File: src/rtl/mfp_ahb_sevenseg_pkg.sv
`default_nettype none
// ============================================================================
// Module : mfp_ahb_const (package)
// Brief  : Shared constants for the AHB seven-segment display slave.
// Rev    : 1.0 - initial release
// ============================================================================
package mfp_ahb_const;

    localparam int          c_num_digits  = 8;

    localparam logic [1:0]  c_off_en      = 2'd0;
    localparam logic [1:0]  c_off_dhi     = 2'd1;
    localparam logic [1:0]  c_off_dlo     = 2'd2;
    localparam logic [1:0]  c_off_dp      = 2'd3;

    localparam logic [1:0]  HTRANS_IDLE   = 2'b00;
    localparam logic [1:0]  HTRANS_NONSEQ = 2'b10;

endpackage
`default_nettype wire

File: src/rtl/mfp_ahb_sevenseg_if.sv
`default_nettype none
// ============================================================================
// Module : mfp_ahb_sevenseg_if
// Brief  : AHB-Lite slave-side signal bundle for the seven-segment block.
// Rev    : 1.0 - initial release
// ============================================================================
interface mfp_ahb_sevenseg_if;

    logic        HSEL;
    logic [31:0] HADDR;
    logic [1:0]  HTRANS;
    logic        HWRITE;
    logic        HREADY;
    logic [31:0] HWDATA;
    logic [31:0] HRDATA;
    logic        HREADYOUT;
    logic        HRESP;

    modport master (
        output HSEL, HADDR, HTRANS, HWRITE, HREADY, HWDATA,
        input  HRDATA, HREADYOUT, HRESP
    );

    modport slave (
        input  HSEL, HADDR, HTRANS, HWRITE, HREADY, HWDATA,
        output HRDATA, HREADYOUT, HRESP
    );

endinterface
`default_nettype wire

File: src/rtl/mfp_ahb_sevenseg_decoder.sv
`default_nettype none
// ============================================================================
// Module : mfp_sevenseg_decoder
// Brief  : Hex nibble to active-high seven-segment pattern, bit0 = a .. bit6 = g.
// Rev    : 1.0 - initial release
// ============================================================================
module mfp_sevenseg_decoder (
    input  wire logic [3:0] i_hex,
    output logic      [6:0] o_seg
);

    always_comb begin
        o_seg = 7'h00;
        case (i_hex)
            4'h0: o_seg = 7'h3F;
            4'h1: o_seg = 7'h06;
            4'h2: o_seg = 7'h5B;
            4'h3: o_seg = 7'h4F;
            4'h4: o_seg = 7'h66;
            4'h5: o_seg = 7'h6D;
            4'h6: o_seg = 7'h7D;
            4'h7: o_seg = 7'h07;
            4'h8: o_seg = 7'h7F;
            4'h9: o_seg = 7'h6F;
            4'hA: o_seg = 7'h77;
            4'hB: o_seg = 7'h7C;
            4'hC: o_seg = 7'h39;
            4'hD: o_seg = 7'h5E;
            4'hE: o_seg = 7'h79;
            4'hF: o_seg = 7'h71;
            default: o_seg = 7'h00;
        endcase
    end

endmodule
`default_nettype wire

File: src/rtl/mfp_ahb_sevenseg.sv
`default_nettype none
// ============================================================================
// Module : mfp_ahb_sevenseg
// Brief  : AHB-Lite slave driving an 8-digit multiplexed seven-segment display.
//          Define MFP_7SEG_READBACK_EN to enable register read-back on HRDATA.
// Rev    : 1.0 - initial release
// ============================================================================
module mfp_ahb_sevenseg #(
    parameter int DIGIT_SHIFT = 16
) (
    input  wire logic           HCLK,
    input  wire logic           HRESETn,
    mfp_ahb_sevenseg_if.slave   ahb,
    output logic      [7:0]     dispenout,
    output logic      [7:0]     disout
);

    import mfp_ahb_const::*;

    localparam int CNT_W = DIGIT_SHIFT + 3;

    logic [CNT_W-1:0]        r_cnt;
    logic [2:0]              w_idx;
    logic [c_num_digits-1:0] r_en;
    logic [c_num_digits-1:0] r_dp;
    logic [15:0]             r_dhi;
    logic [15:0]             r_dlo;
    logic                    r_wr_pend;
    logic [1:0]              r_addr_q;
    logic                    w_accept;
    logic [31:0]             w_nibbles;
    logic [3:0]              w_nib;
    logic [6:0]              w_seg;
    logic                    w_unused_bits;

    assign w_accept      = ahb.HSEL & ahb.HREADY & ahb.HTRANS[1];
    assign w_idx         = r_cnt[DIGIT_SHIFT+2:DIGIT_SHIFT];
    assign ahb.HREADYOUT = 1'b1;
    assign ahb.HRESP     = 1'b0;
    assign w_unused_bits = ^{ahb.HADDR[31:4], ahb.HADDR[1:0], ahb.HTRANS[0],
                             ahb.HWDATA[31:16]};

    always_ff @(posedge HCLK or negedge HRESETn) begin
        if (!HRESETn) begin
            r_cnt <= '0;
        end else begin
            r_cnt <= r_cnt + 1'b1;
        end
    end

    // Address phase: capture the transfer, write data arrives next cycle.
    always_ff @(posedge HCLK or negedge HRESETn) begin
        if (!HRESETn) begin
            r_wr_pend <= 1'b0;
            r_addr_q  <= 2'd0;
        end else begin
            r_wr_pend <= w_accept & ahb.HWRITE;
            if (w_accept) begin
                r_addr_q <= ahb.HADDR[3:2];
            end
        end
    end

    always_ff @(posedge HCLK or negedge HRESETn) begin
        if (!HRESETn) begin
            r_en  <= 8'hFF;
            r_dhi <= 16'h0000;
            r_dlo <= 16'h0000;
            r_dp  <= 8'h00;
        end else if (r_wr_pend) begin
            case (r_addr_q)
                c_off_en:  r_en  <= ahb.HWDATA[7:0];
                c_off_dhi: r_dhi <= ahb.HWDATA[15:0];
                c_off_dlo: r_dlo <= ahb.HWDATA[15:0];
                c_off_dp:  r_dp  <= ahb.HWDATA[7:0];
                default: ;
            endcase
        end
    end

`ifdef MFP_7SEG_READBACK_EN
    logic        r_rd_pend;
    logic [31:0] w_rdata;

    always_ff @(posedge HCLK or negedge HRESETn) begin
        if (!HRESETn) begin
            r_rd_pend <= 1'b0;
        end else begin
            r_rd_pend <= w_accept & ~ahb.HWRITE;
        end
    end

    always_comb begin
        w_rdata = 32'h0;
        if (r_rd_pend) begin
            case (r_addr_q)
                c_off_en:  w_rdata = {24'h0, r_en};
                c_off_dhi: w_rdata = {16'h0, r_dhi};
                c_off_dlo: w_rdata = {16'h0, r_dlo};
                c_off_dp:  w_rdata = {24'h0, r_dp};
                default:   w_rdata = 32'h0;
            endcase
        end
    end

    assign ahb.HRDATA = w_rdata;
`else
    assign ahb.HRDATA = 32'h0;
`endif

    // Digit 0 sits in the low nibble, digit 7 in the high nibble.
    assign w_nibbles = {r_dhi, r_dlo};
    assign w_nib     = w_nibbles[{w_idx, 2'b00} +: 4];

    mfp_sevenseg_decoder u_decoder (
        .i_hex (w_nib),
        .o_seg (w_seg)
    );

    // A disabled digit still owns its slot so duty cycle never depends on EN.
    always_ff @(posedge HCLK or negedge HRESETn) begin
        if (!HRESETn) begin
            dispenout <= 8'hFF;
            disout    <= 8'hFF;
        end else if (r_en[w_idx]) begin
            dispenout <= ~(8'b1 << w_idx);
            disout    <= ~{r_dp[w_idx], w_seg};
        end else begin
            dispenout <= 8'hFF;
            disout    <= 8'hFF;
        end
    end

endmodule
`default_nettype wire

File: src/flat_wrapper.sv
// flat-port wrapper written by rule: the top's interface ports become plain ports
module mfp_ahb_sevenseg_flat import mfp_ahb_const::*;
#(
    parameter int DIGIT_SHIFT = 16
)
  (HCLK, HRESETn, dispenout, disout, ahb_HSEL, ahb_HADDR, ahb_HTRANS, ahb_HWRITE, ahb_HREADY, ahb_HWDATA, ahb_HRDATA, ahb_HREADYOUT, ahb_HRESP);
  mfp_ahb_sevenseg_if ahb_i ();
  input  wire logic HCLK;
  input  wire logic HRESETn;
  output logic      [7:0] dispenout;
  output logic      [7:0] disout;
  input wire logic [$bits(ahb_i.HSEL)-1:0] ahb_HSEL;
  input wire logic [$bits(ahb_i.HADDR)-1:0] ahb_HADDR;
  input wire logic [$bits(ahb_i.HTRANS)-1:0] ahb_HTRANS;
  input wire logic [$bits(ahb_i.HWRITE)-1:0] ahb_HWRITE;
  input wire logic [$bits(ahb_i.HREADY)-1:0] ahb_HREADY;
  input wire logic [$bits(ahb_i.HWDATA)-1:0] ahb_HWDATA;
  output wire logic [$bits(ahb_i.HRDATA)-1:0] ahb_HRDATA;
  output wire logic [$bits(ahb_i.HREADYOUT)-1:0] ahb_HREADYOUT;
  output wire logic [$bits(ahb_i.HRESP)-1:0] ahb_HRESP;
  assign ahb_i.HSEL = ahb_HSEL;
  assign ahb_i.HADDR = ahb_HADDR;
  assign ahb_i.HTRANS = ahb_HTRANS;
  assign ahb_i.HWRITE = ahb_HWRITE;
  assign ahb_i.HREADY = ahb_HREADY;
  assign ahb_i.HWDATA = ahb_HWDATA;
  assign ahb_HRDATA = ahb_i.HRDATA;
  assign ahb_HREADYOUT = ahb_i.HREADYOUT;
  assign ahb_HRESP = ahb_i.HRESP;
  mfp_ahb_sevenseg #(.DIGIT_SHIFT(DIGIT_SHIFT)) u_core (.HCLK(HCLK), .HRESETn(HRESETn), .ahb(ahb_i), .dispenout(dispenout), .disout(disout));
endmodule
File: config.mk
export PLATFORM = sky130hd
export DESIGN_NAME = mfp_ahb_sevenseg_flat
export DESIGN_NICKNAME = d
export VERILOG_FILES = /design/src/rtl/mfp_ahb_sevenseg_pkg.sv /design/src/rtl/mfp_ahb_sevenseg_if.sv /design/src/rtl/mfp_ahb_sevenseg_decoder.sv /design/src/rtl/mfp_ahb_sevenseg.sv /design/src/flat_wrapper.sv
export SDC_FILE = /design/constraint.sdc
export NUM_CORES = 1
export LEC_CHECK = 0
export ABC_AREA = 1
export BUFFER_PORTS_ARGS = -buffer_cell sky130_fd_sc_hd__buf_2
export CAP_MARGIN = 20
export CORE_MARGIN = 8
export CORE_UTILIZATION = 55
export CTS_CLUSTER_SIZE = 20
export DETAILED_ROUTE_END_ITERATION = 10
export PLACE_DENSITY = 0.92
export REMOVE_ABC_BUFFERS = 1
export SETUP_SLACK_MARGIN = 0.3
export SKIP_LAST_GASP = 1
export SLEW_MARGIN = 0
export SYNTH_ARGS = -nofsm -noshare
export SYNTH_HDL_FRONTEND = slang
export SYNTH_HIERARCHICAL = 1
export SYNTH_SLANG_ARGS = --single-unit
File: constraint.sdc
create_clock -name HCLK -period 4.6 [get_ports HCLK]
set_input_delay 0.23 -clock HCLK [delete_from_list [all_inputs] [get_ports HCLK]]
set_output_delay 0.23 -clock HCLK [all_outputs]
set_load 0.005 [all_outputs]
== Word-level counts from Yosys, hierarchy flattened ==
Memory sizes are Yosys's and may differ from the RTL's.
Index checks and enable logic that the tools add are counted.

* Add/subtract/negate cells: 1
* Order comparisons: 1
* Equality and inequality tests: 3
* Shift operators: 2
* Multiplexer cells: 6
* Bitwise gates (word level): 5
* Reductions and logical operators: 5

{| class="wikitable"
|+ Operators with widths
! kind !! count
|-
| 32-bit by 6-bit variable part select with 4-bit output || 1
|-
| 19-bit by 1-bit adder with 19-bit output (second input constant) || 1
|-
| 8-bit 2-to-1 mux || 2
|-
| 8-bit inverter || 2
|-
| 2-bit AND reduction || 4
|-
| 1-bit by 3-bit left shift with 8-bit output (first input constant) || 1
|-
| 1-bit binary-select mux with 3-bit select || 2
|-
| 2-bit equality test (second input constant) || 2
|-
| 3-bit by 4-bit < comparator with 1-bit output (second input constant) || 1
|-
| 1-bit bitwise AND || 3
|-
| 2-bit by 1-bit equality test with 1-bit output (second input constant) || 1
|-
| 2-bit logical NOT || 1
|-
| 1-bit 2-to-1 mux || 2
|}

* Register bits: 86
* ROM bits: 112
* Input bits: 71
* Memories kept: 1

{| class="wikitable"
|+ Memories
! memory !! depth !! bits a word !! read ports !! clocked after Yosys merged registers in !! wr ports !! line !! text
|-
| (name not given) || 16 || 7 || 1 || 0 || 0 || mfp_ahb_sevenseg_decoder.sv:14 || <nowiki>case (i_hex)</nowiki>
|}

== Longest topological paths before layout ==
* Depth in word-level cells: 4
* Depth in mapped cells: 14
* Mapped depth without buffers: 13

== By module ==
Netlist, hierarchy kept.

{| class="wikitable"
|+ Modules (own cells, without submodules)
! module !! times used !! cells each !! area each (µm²)
|-
| mfp_ahb_sevenseg || 1 || 457 || 3943.8
|-
| mfp_sevenseg_decoder || 1 || 53 || 307.8
|}

== Least setup slack after synthesis ==
Ideal clock, no wire load.

* Kind: register to register
* Start point: register u_core.r_cnt[16]
* End point: register u_core.disout[3]
* Arrival: 1795 ps
* Required time: 4522 ps
* Path slack: 2727 ps
* Cell stages (with the launch flop): 14
* Buffers on the path: 1
* Clock period less this slack: 1873 ps
* Path through: dfrtp_1 -> buf_6 -> nor2_2 -> nand2_1 -> nand4_1 -> nand2_1 -> nand2_1 -> inv_1 -> ha_1 -> nand2_2 -> nand2_2 -> nor2_1 -> nor2_1 -> nand2_1

* Longest elaborated chain between the ends: 4
* Elaborated cells between the ends (all ways): 6
* Those cells by class: shift: 1; mux: 3; bitwise: 1; memory: 1

{| class="wikitable"
|+ Ends and longest elaborated chain
! what !! line !! text
|-
| start: declaration || mfp_ahb_sevenseg.sv:22 || <nowiki>logic [CNT_W-1:0] r_cnt;</nowiki>
|-
| start signal: assignment || mfp_ahb_sevenseg.sv:47 || <nowiki>r_cnt <= r_cnt + 1'b1;</nowiki>
|-
| 32-bit by 6-bit variable part select with 4-bit output || mfp_ahb_sevenseg.sv:113 || <nowiki>assign w_nib = w_nibbles[{w_idx, 2'b00} +: 4];</nowiki>
|-
| via u_core.w_nib[1] || mfp_ahb_sevenseg.sv:32 || <nowiki>logic [3:0] w_nib;</nowiki>
|-
| memory 16 x 7 bit || -- ||
|-
| via u_core.w_seg[3] || mfp_ahb_sevenseg.sv:33 || <nowiki>logic [6:0] w_seg;</nowiki>
|-
| 8-bit inverter || mfp_ahb_sevenseg.sv:127 || <nowiki>disout <= ~{r_dp[w_idx], w_seg};</nowiki>
|-
| 8-bit 2-to-1 mux || mfp_ahb_sevenseg.sv:125 || <nowiki>end else if (r_en[w_idx]) begin</nowiki>
|-
| end signal: assignment || mfp_ahb_sevenseg.sv:127 ||
|-
| end: declaration || mfp_ahb_sevenseg.sv:15 || <nowiki>output logic [7:0] disout</nowiki>
|}

The timed path passes the listed nets, and every way through them passes these cells. The select of a mux whose other input is x is not followed.
A chain may end at the register's enable or synchronous reset.

== Worst setup path after layout ==
Ends and elaborated chain as after synthesis.

==> results_dict.tcl <==
set metrics [dict create \
    insertion_delay_ns 0.35 \
    layout_common_cells "nand2_1, dfrtp_1, o21ai_0" \
    gp_congestion 0.9357 \
    dp_hpwl_um 5909 \
    hp-start "ahb_HWRITE" \
    synth_ff_type "dfrtp_1" \
    status "finished, final reports clean" \
    postRouteWirelength_um 8600 \
    cts_buffer_depth 2 \
    fin_crit_ns 2.641 \
    routedWlPerCell_um 13.15 \
    cts_tree "done" \
    grt_pass1_vias 3376 \
    start_util_pct 55.89 \
    async_flop_share_pct 100.0 \
    tightest_slew_ns 1.024 \
    die_y_um 103.9 \
    path_class "flop to flop" \
    nets 626 \
    final_cells 654 \
    ctsResizeCount 0 \
    cts-root-buf "clkbuf_8" \
    first_pass_iters 4 \
    rows 32 \
    gr-total-overflow 0 \
    cts_buffers 9 \
    place_area_um2 4354 \
    leakage_nw 2.439 \
    cts.clk_slew.worst_paths_ns 0.08 \
    rsz0062_at_grt "no" \
    finalMaxSlewViolations 0 \
    placed_cells 635 \
    synth_cell_types 26 \
    critPathLaunchType "flop" \
    hold_class "input port to flop" \
    antenna_found_initial 0 \
    hold_viol_final 0 \
    r2r_start "u_core/r_cnt[16]" \
    finalSetupViolCount 0 \
    fmax_mhz 378.6 \
    p_per_area_nw_per_um2 495.5 \
    h-tree-depth 3 \
    viasPerCell 5.011 \
    layout_commonest_cell "nand2_1" \
    reg2reg_slack_ns 1.96 \
    die_x_um 103.9 \
    drc 0 \
    ant_nets 0 \
    finalCritPeriodShare_pct 57.42 \
    cts_sinks 86 \
    yosysSeqAreaShare_pct 51.32 \
    end_kind "flop" \
    startpoint "u_core/r_cnt[16]" \
    seq_area_um2 2182 \
    multi_input_area_um2 1700 \
    drive_gt1_share_pct 18.12 \
    netlist_instances 510 \
    critPathArrivalTime_ns 2.93 \
    synth_area_um2 4252 \
    dieArea_um2 10800 \
    port_buffers 39 \
    final_area_um2 4679 \
    finalSetupTns_ns 0 \
    ys_warn_count 6 \
    core_um2 7607 \
    synthToLayoutAreaGrowth_pct 10.06 \
    cp.required_ns 4.89 \
    peakVddDrop_v 0.0002292 \
    ff2ff_path_depth 13 \
    grt_max_degree 87 \
    vias 3277 \
    grt_usage_pct 16.43 \
    synth_edf_count 0 \
    crit_fanout 14 \
    slew_headroom_pct 31.54 \
    synth_area_per_cell_um2 8.336 \
    diodes 0 \
    ios 121 \
    maxCapViolations 0 \
    grt_first_pass_wirelength_um 14840 \
    reg2reg_to "u_core/disout[3]" \
    hold_path_end "u_core/r_wr_pend" \
    ys_ff_latch 86 \
    p_total_w 0.002319 \
    initialDrtViolationCount 245 \
    finalClockSkew_ns 0.006334 \
    nFillCells 668 \
    hold_path_depth 3 \
]
## per-stage QoR
stage | setup WS [ns] | util (%) | hold WS [ns]
detailed placement | 2.065 | 57.24 | 0.4462
global route | 1.667 | 61.51 | 0.09044
floorplan | 2.556 | - | -0.06559
CTS | 1.981 | 60.92 | 0.06902
finish | 1.959 | 61.51 | 0.08078
global placement | 2.125 | 57.24 | 0.4434
## what timing repair did
| action | CTS | global route |
|---|---|---|
| hold buffers | 0 | 1 |
| hold endpoints to repair | 0 | 23 |
| buffers inserted | 0 | 0 |
## worst max path at each step
stage,cells after the start,end
final,13,u_core/disout[3]
after global placement,13,u_core/disout[3]
after floorplan,13,u_core/disout[3]
after detailed placement,13,u_core/disout[3]
after CTS,13,u_core/disout[3]
after global routing,13,u_core/disout[3]
## logic make-up after synthesis
kind of cell	after synthesis	synth area share (%)
AND/OR/NAND/NOR	265	25.96
flip-flops	86	51.32
buffers and inverters	85	11.51
AO/OA/AOI/OAI	51	6.004
XOR/XNOR	13	2.678
adder cells (fa/ha/maj)	8	2.354
other	2	0.1766
## sequential cells by signal, indices dropped and copies added, names as in the netlist
| name | count |
|---|---|
| u_core/r_dlo | 16 |
| u_core/r_cnt | 19 |
| u_core/r_addr_q | 2 |
| u_core/r_wr_pend | 1 |
| u_core/r_dp | 8 |
| u_core/r_dhi | 16 |
| u_core/disout | 8 |
| u_core/r_en | 8 |
| u_core/dispenout | 8 |
## per-layer routing
layer / track usage (%) / vias up / part of all wire (%)
li1: - / 1604 / -
met1: 18.95 / 1534 / 43
met2: 27.68 / 118 / 49
met3: 4.275 / 21 / 6.2
met4: 8.170 / 0 / 2.3
met5: 0 / - / 0
## area by class of cell
class                           instances  share of cell area, %
Clock buffer                           11                  3.235
Clock inverter                          5                  2.754
Inverter                               37                  3.128
Multi-Input combinational cell        371                  36.34
Sequential cell                        86                  46.63
Tap cell                              102                  2.727
Timing Repair Buffer                   42                  5.187
## power by group
part / internal (W) / switching (W) / leakage [nW]
sequential: 0.000988 / 0.0000971 / 0.994
clock: 0.000446 / 0.000262 / 0.140
combinational: 0.000200 / 0.000326 / 1.30
## cell usage after synthesis (4+ instances only)
cell type | number | area (um2)
dfrtp_1 | 62 | 1551
nand2_1 | 190 | 713.2
inv_1 | 32 | 120.1
nand3_1 | 27 | 135.1
xnor2_1 | 5 | 43.79
nand2_2 | 7 | 43.79
buf_4 | 36 | 270.3
clkbuf_1 | 5 | 18.77
dfstp_2 | 24 | 630.6
nor2_1 | 23 | 86.33
o21ai_0 | 49 | 245.2
ha_1 | 8 | 100.1
buf_2 | 4 | 20.02
xor2_1 | 8 | 70.07
nor2_2 | 5 | 31.28
nand4_1 | 9 | 56.30
## worst max-delay path, cell delays in order (launching register included)
cell     delay, ns
dfrtp_1       0.68
inv_2         0.20
nor2_2        0.44
nand2_1       0.11
nand4_1       0.11
nand2_1       0.06
nand2_1       0.20
inv_1         0.14
ha_1          0.31
nand2_2       0.06
nand2_2       0.08
nor2_1        0.04
nor2_1        0.08
nand2_1       0.06
Power figures use the tool's default switching activity.
